$ cat config.mk
export PLATFORM = sky130hd
export DESIGN_NAME = acl_tilt_filter_flat
export DESIGN_NICKNAME = d
export VERILOG_FILES = /design/src/rtl/acl_tilt_pkg.sv /design/src/rtl/acl_tilt_filter_if.sv /design/src/rtl/acl_axis_cond.sv /design/src/rtl/acl_tilt_filter.sv /design/src/flat_wrapper.sv
export SDC_FILE = /design/constraint.sdc
export NUM_CORES = 1
export LEC_CHECK = 0
export BUFFER_PORTS_ARGS = -buffer_cell sky130_fd_sc_hd__buf_2
export CORE_MARGIN = 3
export CORE_UTILIZATION = 35
export DETAILED_ROUTE_END_ITERATION = 8
export GPL_TIMING_DRIVEN = 0
export SLEW_MARGIN = 5
export SYNTH_ARGS = -nofsm -noshare
export SYNTH_HDL_FRONTEND = slang
export SYNTH_HIERARCHICAL = 1
export SYNTH_SLANG_ARGS = --single-unit
$ cat constraint.sdc
create_clock -name iclk -period 5.9 [get_ports iclk]
set_input_delay 0.295 -clock iclk [delete_from_list [all_inputs] [get_ports iclk]]
set_output_delay 0.295 -clock iclk [all_outputs]
set_load 0.03 [all_outputs]
$ cat src/rtl/acl_tilt_pkg.sv
// Shared types and constants for the accelerometer tilt filter: FSM states,
// direction codes and the X/Y/Z field layout of the packed 15-bit sample word.
package acl_tilt_pkg;

    localparam int AXIS_W = 5;
    localparam int MAG_W  = 4;

    localparam int X_MSB = 14;
    localparam int X_LSB = 10;
    localparam int Y_MSB = 9;
    localparam int Y_LSB = 5;
    localparam int Z_MSB = 4;
    localparam int Z_LSB = 0;

    localparam logic [1:0] DIR_NONE = 2'b00;
    localparam logic [1:0] DIR_POS  = 2'b01;
    localparam logic [1:0] DIR_NEG  = 2'b10;

    typedef enum logic [1:0] {
        S_IDLE = 2'd0,
        S_ACC  = 2'd1,
        S_CALC = 2'd2
    } state_t;

endpackage

$ cat src/rtl/acl_tilt_filter_if.sv
// Control, raw-sample and filtered-result signals of the tilt filter.
// The cal input exists only when ACL_TILT_CAL_EN is defined.
interface acl_tilt_filter_if;
    logic        enable;
    logic [14:0] acl_data;
`ifdef ACL_TILT_CAL_EN
    logic        cal;
`endif
    logic [14:0] filt_data;
    logic        filt_valid;
    logic [1:0]  x_dir;
    logic [1:0]  y_dir;
    logic [3:0]  x_mag;
    logic [3:0]  y_mag;
    logic        busy;

`ifdef ACL_TILT_CAL_EN
    modport master (output enable, acl_data, cal,
                    input  filt_data, filt_valid, x_dir, y_dir, x_mag, y_mag, busy);
    modport slave  (input  enable, acl_data, cal,
                    output filt_data, filt_valid, x_dir, y_dir, x_mag, y_mag, busy);
`else
    modport master (output enable, acl_data,
                    input  filt_data, filt_valid, x_dir, y_dir, x_mag, y_mag, busy);
    modport slave  (input  enable, acl_data,
                    output filt_data, filt_valid, x_dir, y_dir, x_mag, y_mag, busy);
`endif
endinterface

$ cat src/rtl/acl_axis_cond.sv
// One axis of the tilt filter: window accumulator, floor average, offset
// removal with saturation, dead-zone, and direction/magnitude decode.
module acl_axis_cond
    import acl_tilt_pkg::*;
#(
    parameter int AVG_LOG2 = 2,
    parameter int DEADZONE = 1
) (
    input  logic                     iclk,
    input  logic                     reset_n,
    input  logic                     clr_i,
    input  logic                     add_i,
    input  logic signed [AXIS_W-1:0] sample_i,
    input  logic signed [AXIS_W-1:0] offset_i,
    output logic signed [AXIS_W-1:0] avg_o,
    output logic signed [AXIS_W-1:0] filt_o,
    output logic [1:0]               dir_o,
    output logic [MAG_W-1:0]         mag_o
);
    localparam int ACC_W = AXIS_W + AVG_LOG2;

    logic signed [ACC_W-1:0]    acc_q;
    logic signed [AXIS_W+1:0]   diff;
    logic signed [AXIS_W+1:0]   sat_hi;
    logic signed [AXIS_W+1:0]   sat_lo;
    logic signed [AXIS_W-1:0]   sat_v;
    logic signed [AXIS_W:0]     sat_ext;
    logic [AXIS_W:0]            abs_sat;
    logic [AXIS_W:0]            abs_filt;
    logic                       dead;

    always_ff @(posedge iclk or negedge reset_n) begin
        if (!reset_n) begin
            acc_q <= '0;
        end else if (clr_i) begin
            acc_q <= '0;
        end else if (add_i) begin
            acc_q <= acc_q + $signed({{AVG_LOG2{sample_i[AXIS_W-1]}}, sample_i});
        end
    end

    // Arithmetic shift floors toward -inf; a window average always fits one field.
    assign avg_o  = AXIS_W'(acc_q >>> AVG_LOG2);
    assign sat_hi = $signed({3'b000, {(AXIS_W-1){1'b1}}});
    assign sat_lo = $signed({3'b111, {(AXIS_W-1){1'b0}}});

    always_comb begin
        diff    = (AXIS_W+2)'(avg_o) - (AXIS_W+2)'(offset_i);
        sat_v   = diff[AXIS_W-1:0];
        if (diff > sat_hi) begin
            sat_v = {1'b0, {(AXIS_W-1){1'b1}}};
        end else if (diff < sat_lo) begin
            sat_v = {1'b1, {(AXIS_W-1){1'b0}}};
        end
        sat_ext  = {sat_v[AXIS_W-1], sat_v};
        abs_sat  = sat_v[AXIS_W-1] ? $unsigned(-sat_ext) : $unsigned(sat_ext);
        dead     = (abs_sat <= (AXIS_W+1)'(DEADZONE));
        filt_o   = dead ? '0 : sat_v;
        abs_filt = dead ? '0 : abs_sat;
        mag_o    = (abs_filt > (AXIS_W+1)'(15)) ? 4'd15 : abs_filt[MAG_W-1:0];
        dir_o    = DIR_NONE;
        if (!dead) begin
            dir_o = sat_v[AXIS_W-1] ? DIR_NEG : DIR_POS;
        end
    end

endmodule

$ cat src/rtl/acl_tilt_filter.sv
// Accelerometer tilt filter top: sample tick divider, window FSM and result
// registers around three axis conditioners. ACL_TILT_CAL_EN adds offset calibration.
module acl_tilt_filter
    import acl_tilt_pkg::*;
#(
    parameter int SAMPLE_DIV = 40000,
    parameter int AVG_LOG2   = 2,
    parameter int DEADZONE   = 1
) (
    input  logic         iclk,
    input  logic         reset_n,
    acl_tilt_filter_if.slave bus
);
    localparam int TW = (SAMPLE_DIV > 1) ? $clog2(SAMPLE_DIV) : 1;
    localparam logic [AVG_LOG2-1:0] LAST_SAMPLE = '1;

    state_t                state_q, state_d;
    logic [TW-1:0]         tick_cnt_q;
    logic [AVG_LOG2-1:0]   count_q;
    logic                  tick;
    logic                  acc_add;
    logic                  acc_clr;

    logic [AXIS_W-1:0]     off_eff  [3];
    logic [AXIS_W-1:0]     avg_w    [3];
    logic [AXIS_W-1:0]     filt_w   [3];
    logic [1:0]            dir_w    [3];
    logic [MAG_W-1:0]      mag_w    [3];

    logic [14:0]           filt_q;
    logic [1:0]            x_dir_q, y_dir_q;
    logic [MAG_W-1:0]      x_mag_q, y_mag_q;
    logic                  valid_q;

    assign tick = bus.enable && (tick_cnt_q == TW'(SAMPLE_DIV - 1));

    always_ff @(posedge iclk or negedge reset_n) begin
        if (!reset_n) begin
            tick_cnt_q <= '0;
        end else if (!bus.enable || tick) begin
            tick_cnt_q <= '0;
        end else begin
            tick_cnt_q <= tick_cnt_q + 1'b1;
        end
    end

    always_ff @(posedge iclk or negedge reset_n) begin
        if (!reset_n) begin
            state_q <= S_IDLE;
        end else begin
            state_q <= state_d;
        end
    end

    always_comb begin
        state_d = state_q;
        unique case (state_q)
            S_IDLE:  if (bus.enable) state_d = S_ACC;
            S_ACC:   begin
                if (!bus.enable) begin
                    state_d = S_IDLE;
                end else if (tick && count_q == LAST_SAMPLE) begin
                    state_d = S_CALC;
                end
            end
            S_CALC:  state_d = bus.enable ? S_ACC : S_IDLE;
            default: state_d = S_IDLE;
        endcase
    end

    // Dropping enable abandons the partial window outright.
    assign acc_add = (state_q == S_ACC) && tick;
    assign acc_clr = !bus.enable || (state_q == S_CALC);

    always_ff @(posedge iclk or negedge reset_n) begin
        if (!reset_n) begin
            count_q <= '0;
        end else if (acc_clr) begin
            count_q <= '0;
        end else if (acc_add) begin
            count_q <= count_q + 1'b1;
        end
    end

`ifdef ACL_TILT_CAL_EN
    logic              cal_pend_q;
    logic              cal_now;
    logic [AXIS_W-1:0] off_q [3];

    assign cal_now = cal_pend_q | bus.cal;

    always_ff @(posedge iclk or negedge reset_n) begin
        if (!reset_n) begin
            cal_pend_q <= 1'b0;
            for (int i = 0; i < 3; i++) off_q[i] <= '0;
        end else if (state_q == S_CALC) begin
            cal_pend_q <= 1'b0;
            if (cal_now) begin
                for (int i = 0; i < 3; i++) off_q[i] <= avg_w[i];
            end
        end else if (bus.cal) begin
            cal_pend_q <= 1'b1;
        end
    end

    // A calibrating window is judged against its own average, so it reads zero.
    for (genvar gi = 0; gi < 3; gi++) begin : g_off
        assign off_eff[gi] = ((state_q == S_CALC) && cal_now) ? avg_w[gi] : off_q[gi];
    end
`else
    logic avg_unused;
    assign avg_unused = ^{avg_w[0], avg_w[1], avg_w[2]};
    for (genvar gi = 0; gi < 3; gi++) begin : g_off
        assign off_eff[gi] = '0;
    end
`endif

    // Index 0 is Z (bits 4:0), 1 is Y, 2 is X.
    for (genvar gi = 0; gi < 3; gi++) begin : g_axis
        acl_axis_cond #(
            .AVG_LOG2 (AVG_LOG2),
            .DEADZONE (DEADZONE)
        ) u_cond (
            .iclk     (iclk),
            .reset_n  (reset_n),
            .clr_i    (acc_clr),
            .add_i    (acc_add),
            .sample_i (bus.acl_data[gi*AXIS_W +: AXIS_W]),
            .offset_i (off_eff[gi]),
            .avg_o    (avg_w[gi]),
            .filt_o   (filt_w[gi]),
            .dir_o    (dir_w[gi]),
            .mag_o    (mag_w[gi])
        );
    end

    logic z_unused;
    assign z_unused = ^{dir_w[0], mag_w[0]};

    always_ff @(posedge iclk or negedge reset_n) begin
        if (!reset_n) begin
            filt_q  <= '0;
            x_dir_q <= DIR_NONE;
            y_dir_q <= DIR_NONE;
            x_mag_q <= '0;
            y_mag_q <= '0;
            valid_q <= 1'b0;
        end else begin
            valid_q <= (state_q == S_CALC);
            if (state_q == S_CALC) begin
                filt_q[X_MSB:X_LSB] <= filt_w[2];
                filt_q[Y_MSB:Y_LSB] <= filt_w[1];
                filt_q[Z_MSB:Z_LSB] <= filt_w[0];
                x_dir_q             <= dir_w[2];
                y_dir_q             <= dir_w[1];
                x_mag_q             <= mag_w[2];
                y_mag_q             <= mag_w[1];
            end
        end
    end

    assign bus.filt_data  = filt_q;
    assign bus.filt_valid = valid_q;
    assign bus.x_dir      = x_dir_q;
    assign bus.y_dir      = y_dir_q;
    assign bus.x_mag      = x_mag_q;
    assign bus.y_mag      = y_mag_q;
    assign bus.busy       = ((state_q == S_ACC) && (count_q != '0)) || (state_q == S_CALC);

endmodule

$ cat src/flat_wrapper.sv
// flat-port wrapper written by rule: the top's interface ports become plain ports
module acl_tilt_filter_flat import acl_tilt_pkg::*;
#(
    parameter int SAMPLE_DIV = 40000,
    parameter int AVG_LOG2   = 2,
    parameter int DEADZONE   = 1
)
  (iclk, reset_n, bus_enable, bus_acl_data, bus_filt_data, bus_filt_valid, bus_x_dir, bus_y_dir, bus_x_mag, bus_y_mag, bus_busy);
  acl_tilt_filter_if bus_i ();
  input  logic iclk;
  input  logic reset_n;
  input wire logic [$bits(bus_i.enable)-1:0] bus_enable;
  input wire logic [$bits(bus_i.acl_data)-1:0] bus_acl_data;
  output wire logic [$bits(bus_i.filt_data)-1:0] bus_filt_data;
  output wire logic [$bits(bus_i.filt_valid)-1:0] bus_filt_valid;
  output wire logic [$bits(bus_i.x_dir)-1:0] bus_x_dir;
  output wire logic [$bits(bus_i.y_dir)-1:0] bus_y_dir;
  output wire logic [$bits(bus_i.x_mag)-1:0] bus_x_mag;
  output wire logic [$bits(bus_i.y_mag)-1:0] bus_y_mag;
  output wire logic [$bits(bus_i.busy)-1:0] bus_busy;
  assign bus_i.enable = bus_enable;
  assign bus_i.acl_data = bus_acl_data;
  assign bus_filt_data = bus_i.filt_data;
  assign bus_filt_valid = bus_i.filt_valid;
  assign bus_x_dir = bus_i.x_dir;
  assign bus_y_dir = bus_i.y_dir;
  assign bus_x_mag = bus_i.x_mag;
  assign bus_y_mag = bus_i.y_mag;
  assign bus_busy = bus_i.busy;
  acl_tilt_filter #(.SAMPLE_DIV(SAMPLE_DIV), .AVG_LOG2(AVG_LOG2), .DEADZONE(DEADZONE)) u_core (.iclk(iclk), .reset_n(reset_n), .bus(bus_i));
endmodule
* After elaboration in Yosys (flattened, before gate mapping)
Index checks and enable logic that the tools add are counted.
Word-level totals: bits in registers 69, output and inout port bits 29, logic and storage cells 83, input port bits 18
Cells by class: reductions and logical operators 12, $add $sub $neg 8, muxes and demuxes 34, equality and inequality tests 6, magnitude comparators 11
Operators by type and width (number):
- $mux 5 | 9
- $mux 7 | 6
- $mux 6 | 5
- $add 7x5->7 | 3
- $le 6x1->1 const B | 3
- $mux 2 | 9
- $neg 5->6 | 3
- $add 16x1->16 const B | 1
- $eq 16x16->1 const B | 1
- $mux 16 | 1
- $gt 5x5->1 const B | 3
- $lt 5x5->1 const B | 3
- $gt 6x4->1 const B | 2
- $mux 4 | 2
- $pmux 2 s3 | 1
- $eq 2x2->1 const B | 2
- $logic_and 1x1->1 | 4
- $reduce_bool 2->1 | 2
- $logic_or 1x1->1 | 3
- $ne 3x2->1 const B | 1
- $add 2x1->2 const B | 1
- $eq 2x1->1 const B | 1
- $logic_not 2->1 | 1
- $ne 2x2->1 const B | 1
- 3 further kinds | 3

* Longest topological paths before layout
depth in word-level cells 9, gate-level depth with buffers 15, gate-level depth less buffers 15

* Modules after synthesis
The synthesis kept the hierarchy.
By module, submodules not included:
- acl_axis_cond (u_core.g_axis[1].u_cond ...) | times used 2, seq. area each 175.2 µm², cells each 145, area each 1221.2 µm²
- acl_tilt_filter | times used 1, seq. area each 1201.2 µm², cells each 165, area each 2029.4 µm²
- acl_axis_cond (u_core.g_axis[0].u_cond) | times used 1, seq. area each 175.2 µm², cells each 149, area each 1216.2 µm²

* Worst setup path after synthesis
No wires, ideal clock.
kind register -> register, from register u_core.g_axis[0].u_cond.acc_q[4], to register u_core.filt_q[2], in the netlist u_core/bus.filt_data[2], clock period less this slack 3.081 ns, path slack 2.819 ns, arrival 2.956 ns, setup time 0.125 ns, data required time 5.775 ns, cell stages (with the launch flop) 14, cell sequence dfrtp_1 -> ha_1 -> buf_6 -> nand3b_2 -> a21oi_1 -> o21a_1 -> buf_1 -> a22oi_1 -> ha_1 -> xor2_1 -> nor4b_4 -> mux2i_1 -> a21boi_2 -> mux2_2
RTL lines:
- start, declared | line acl_axis_cond.sv:22 | logic signed [ACC_W-1:0] acc_q;
- start signal, assigned | line acl_axis_cond.sv:38 | acc_q <= acc_q + $signed({{AVG_LOG2{sample_i[AXIS_W-1]}}, sample_i});
- end signal, assigned by index | line acl_tilt_filter.sv:151 | filt_q[X_MSB:X_LSB] <= filt_w[2];
- end signal, assigned by index | line acl_tilt_filter.sv:152 | filt_q[Y_MSB:Y_LSB] <= filt_w[1];
- end signal, assigned by index | line acl_tilt_filter.sv:153 | filt_q[Z_MSB:Z_LSB] <= filt_w[0];
- end, declared | line acl_tilt_filter.sv:30 | logic [14:0] filt_q;

==> metrics.txt <==
max-slew violations 0; Max Buffers Root-to-Sink 2; R2R depth 11; Period minus WS final 3215 ps; Setup crit start kind flip-flop; f_max 311.0 MHz; Pre-Repair DR Iteration Count 7; first-pass GRT wire length between 15000 and 20000 µm; largest net degree at the start of global routing 38; grt ovf 0; chip width ~130 µm; final instance count without filler cells ~860; Rows 45; Port Buffer Count 46; placed insts ~850; Synth Instances 573; hpwl dp around 8700 µm; Vias approximately 4300; Layout Skew between 9 and 10 ps; Placement Setup Slack roughly 2700 ps; die area about 17000 µm²; total power approximately 1.2 mW; hold-critical path depth 2; crit path kind reg2reg; DRT Wirelength between 10000 and 15000 µm; Crit path arrival time about 3400 ps; DR iter-0 viols between 200 and 250; Tightest Hold Check Type in2reg; core area 15260 µm²; Area after DPL 6050 µm²; RSZ-0062 raised after global routing false; # fillers ~1500; Req. time, crit path 6110 ps; CTS Buf Count 9; fin crit share 0.5450; routed vias/inst ~5; worst-skew pair later-pin latency ~330 ps; Fin. Hold Viols 0; mean area per synthesized cell roughly 9.6 µm²; post-layout util 0.4169; Total Routing Usage GR 0.1360; status complete, no violations; initial core utilization 0.3592; worst r2r dst u_core/bus.filt_data[5]; post-layout net count around 710; VDD IR-drop max roughly 120 µV; root buf cell clkbuf_16; worst-path maximum fanout 5; CTS sink count between 60 and 70; antenna diode count 0; Ports 47; Pleak about 3 nW; Reg2Reg Setup Slack 2680 ps; clock-pin slew on the worst setup and hold paths about 60 ps; Worst Setup SP u_core/g_axis[1].u_cond/acc_q[4]; fraction of layout cells with a size suffix above 1 0.2304; H-tree depth 3; Worst Slack Setup Final around 2700 ps; WL/cell 13.08 µm; Synth warnings 6; setup_tns 0 ps; Hold Crit Start bus_enable; worst-margin pin slew 654.7 ps; Die Y about 130 µm; final setup vio count 0; Residual DRC 0; final non-filler cell area ~6400 µm²; Max-slew headroom 0.5635; CP Capture Type flip-flop; GP Congestion 0.8282; DRT antenna net count 0; Netlist Area Pre-Place approximately 5500 µm²; Layout Area Growth over Synthesis 16.07%; hold_ws between 200 and 300 ps; initial antenna violation count 0; max cap viols 0; TritonCTS clock tree yes; vias in the first global route between 4000 and 5000; worst r2r src u_core/g_axis[1].u_cond/acc_q[4]; pwr dens 191.4 nW/µm²; WHS Endpoint u_core/state_q[0]
final cells by class:
cell class	instances	area, µm²	area share
buffer	23	141.4	0.02223
clock buffer	11	242.7	0.03816
clock inverter	5	58.81	0.009245
inverter	44	165.2	0.02596
multi-input combinational	451	3500	0.5502
sequential	69	1727	0.2714
tap	211	264.0	0.04150
timing repair buffer	48	262.8	0.04131
timing repair:
action / CTS / global route
hold buffers: 1 / 0
endpoints found under the hold margin: 32 / 0
buffers inserted: 0 / 0
gates resized for setup: 0 / 0
power by group:
group	internal [mW]	switching, mW	total [mW]
Clock	0.340	0.213	0.553
Sequential	0.475	0.00254	0.478
Combinational	0.0755	0.111	0.187
Total	0.891	0.327	1.22
critical path, cell delays in order, from the launching register on:
cell	delay (ps)
dfrtp_1	380
ha_1	320
a21o_1	230
and2_1	160
nor4b_1	150
o32ai_1	400
inv_1	90
ha_1	330
or3_1	350
mux2i_1	260
o21ai_1	150
mux2_2	280
layer usage:
metal  GRT usage  vias up  share of wire
met5           0        -              0
met4     0.04201        0          0.013
met3     0.02642        7          0.031
met2      0.2321       57           0.49
met1      0.1747     2057           0.46
li1            -     2157              -
state kept, by name (all words and copies together) (netlist names), 2 cells and up:
| name | cells |
|---|---|
| u_core/bus.y_mag | 4 |
| u_core/bus.filt_data | 15 |
| u_core/state_q | 2 |
| u_core/bus.y_dir | 2 |
| u_core/count_q | 2 |
| u_core/tick_cnt_q | 16 |
| u_core/bus.x_dir | 2 |
| u_core/bus.x_mag | 4 |
| u_core/g_axis.u_cond/acc_q | 21 |
cells in the final DEF (no fill, tap or decap), types with 8 or more instances in the layout:
master      n
a21oi_1    33
conb_1     15
xnor2_1    28
nand2_1    20
buf_2      50
o21ai_0    14
nor2_1     59
dfrtp_1    69
mux2i_1    17
ha_1       39
a21oi_2     8
inv_1      43
clkbuf_16   9
nand3_1     8
nor3_1     12
nor2b_1     8
mux2_2     29
worst max-delay path by stage:
stage,endpoint,slack [ps]
after detailed placement,u_core/g_axis[1].u_cond/acc_q[6],2710
after floorplan,u_core/bus.x_mag[0],3020
after CTS,u_core/g_axis[1].u_cond/acc_q[6],2700
final,u_core/bus.filt_data[5],2680
after global routing,u_core/g_axis[1].u_cond/acc_q[6],2410
after global placement,u_core/g_axis[1].u_cond/acc_q[6],2720
No activity file was read; power rests on OpenSTA's default activity.
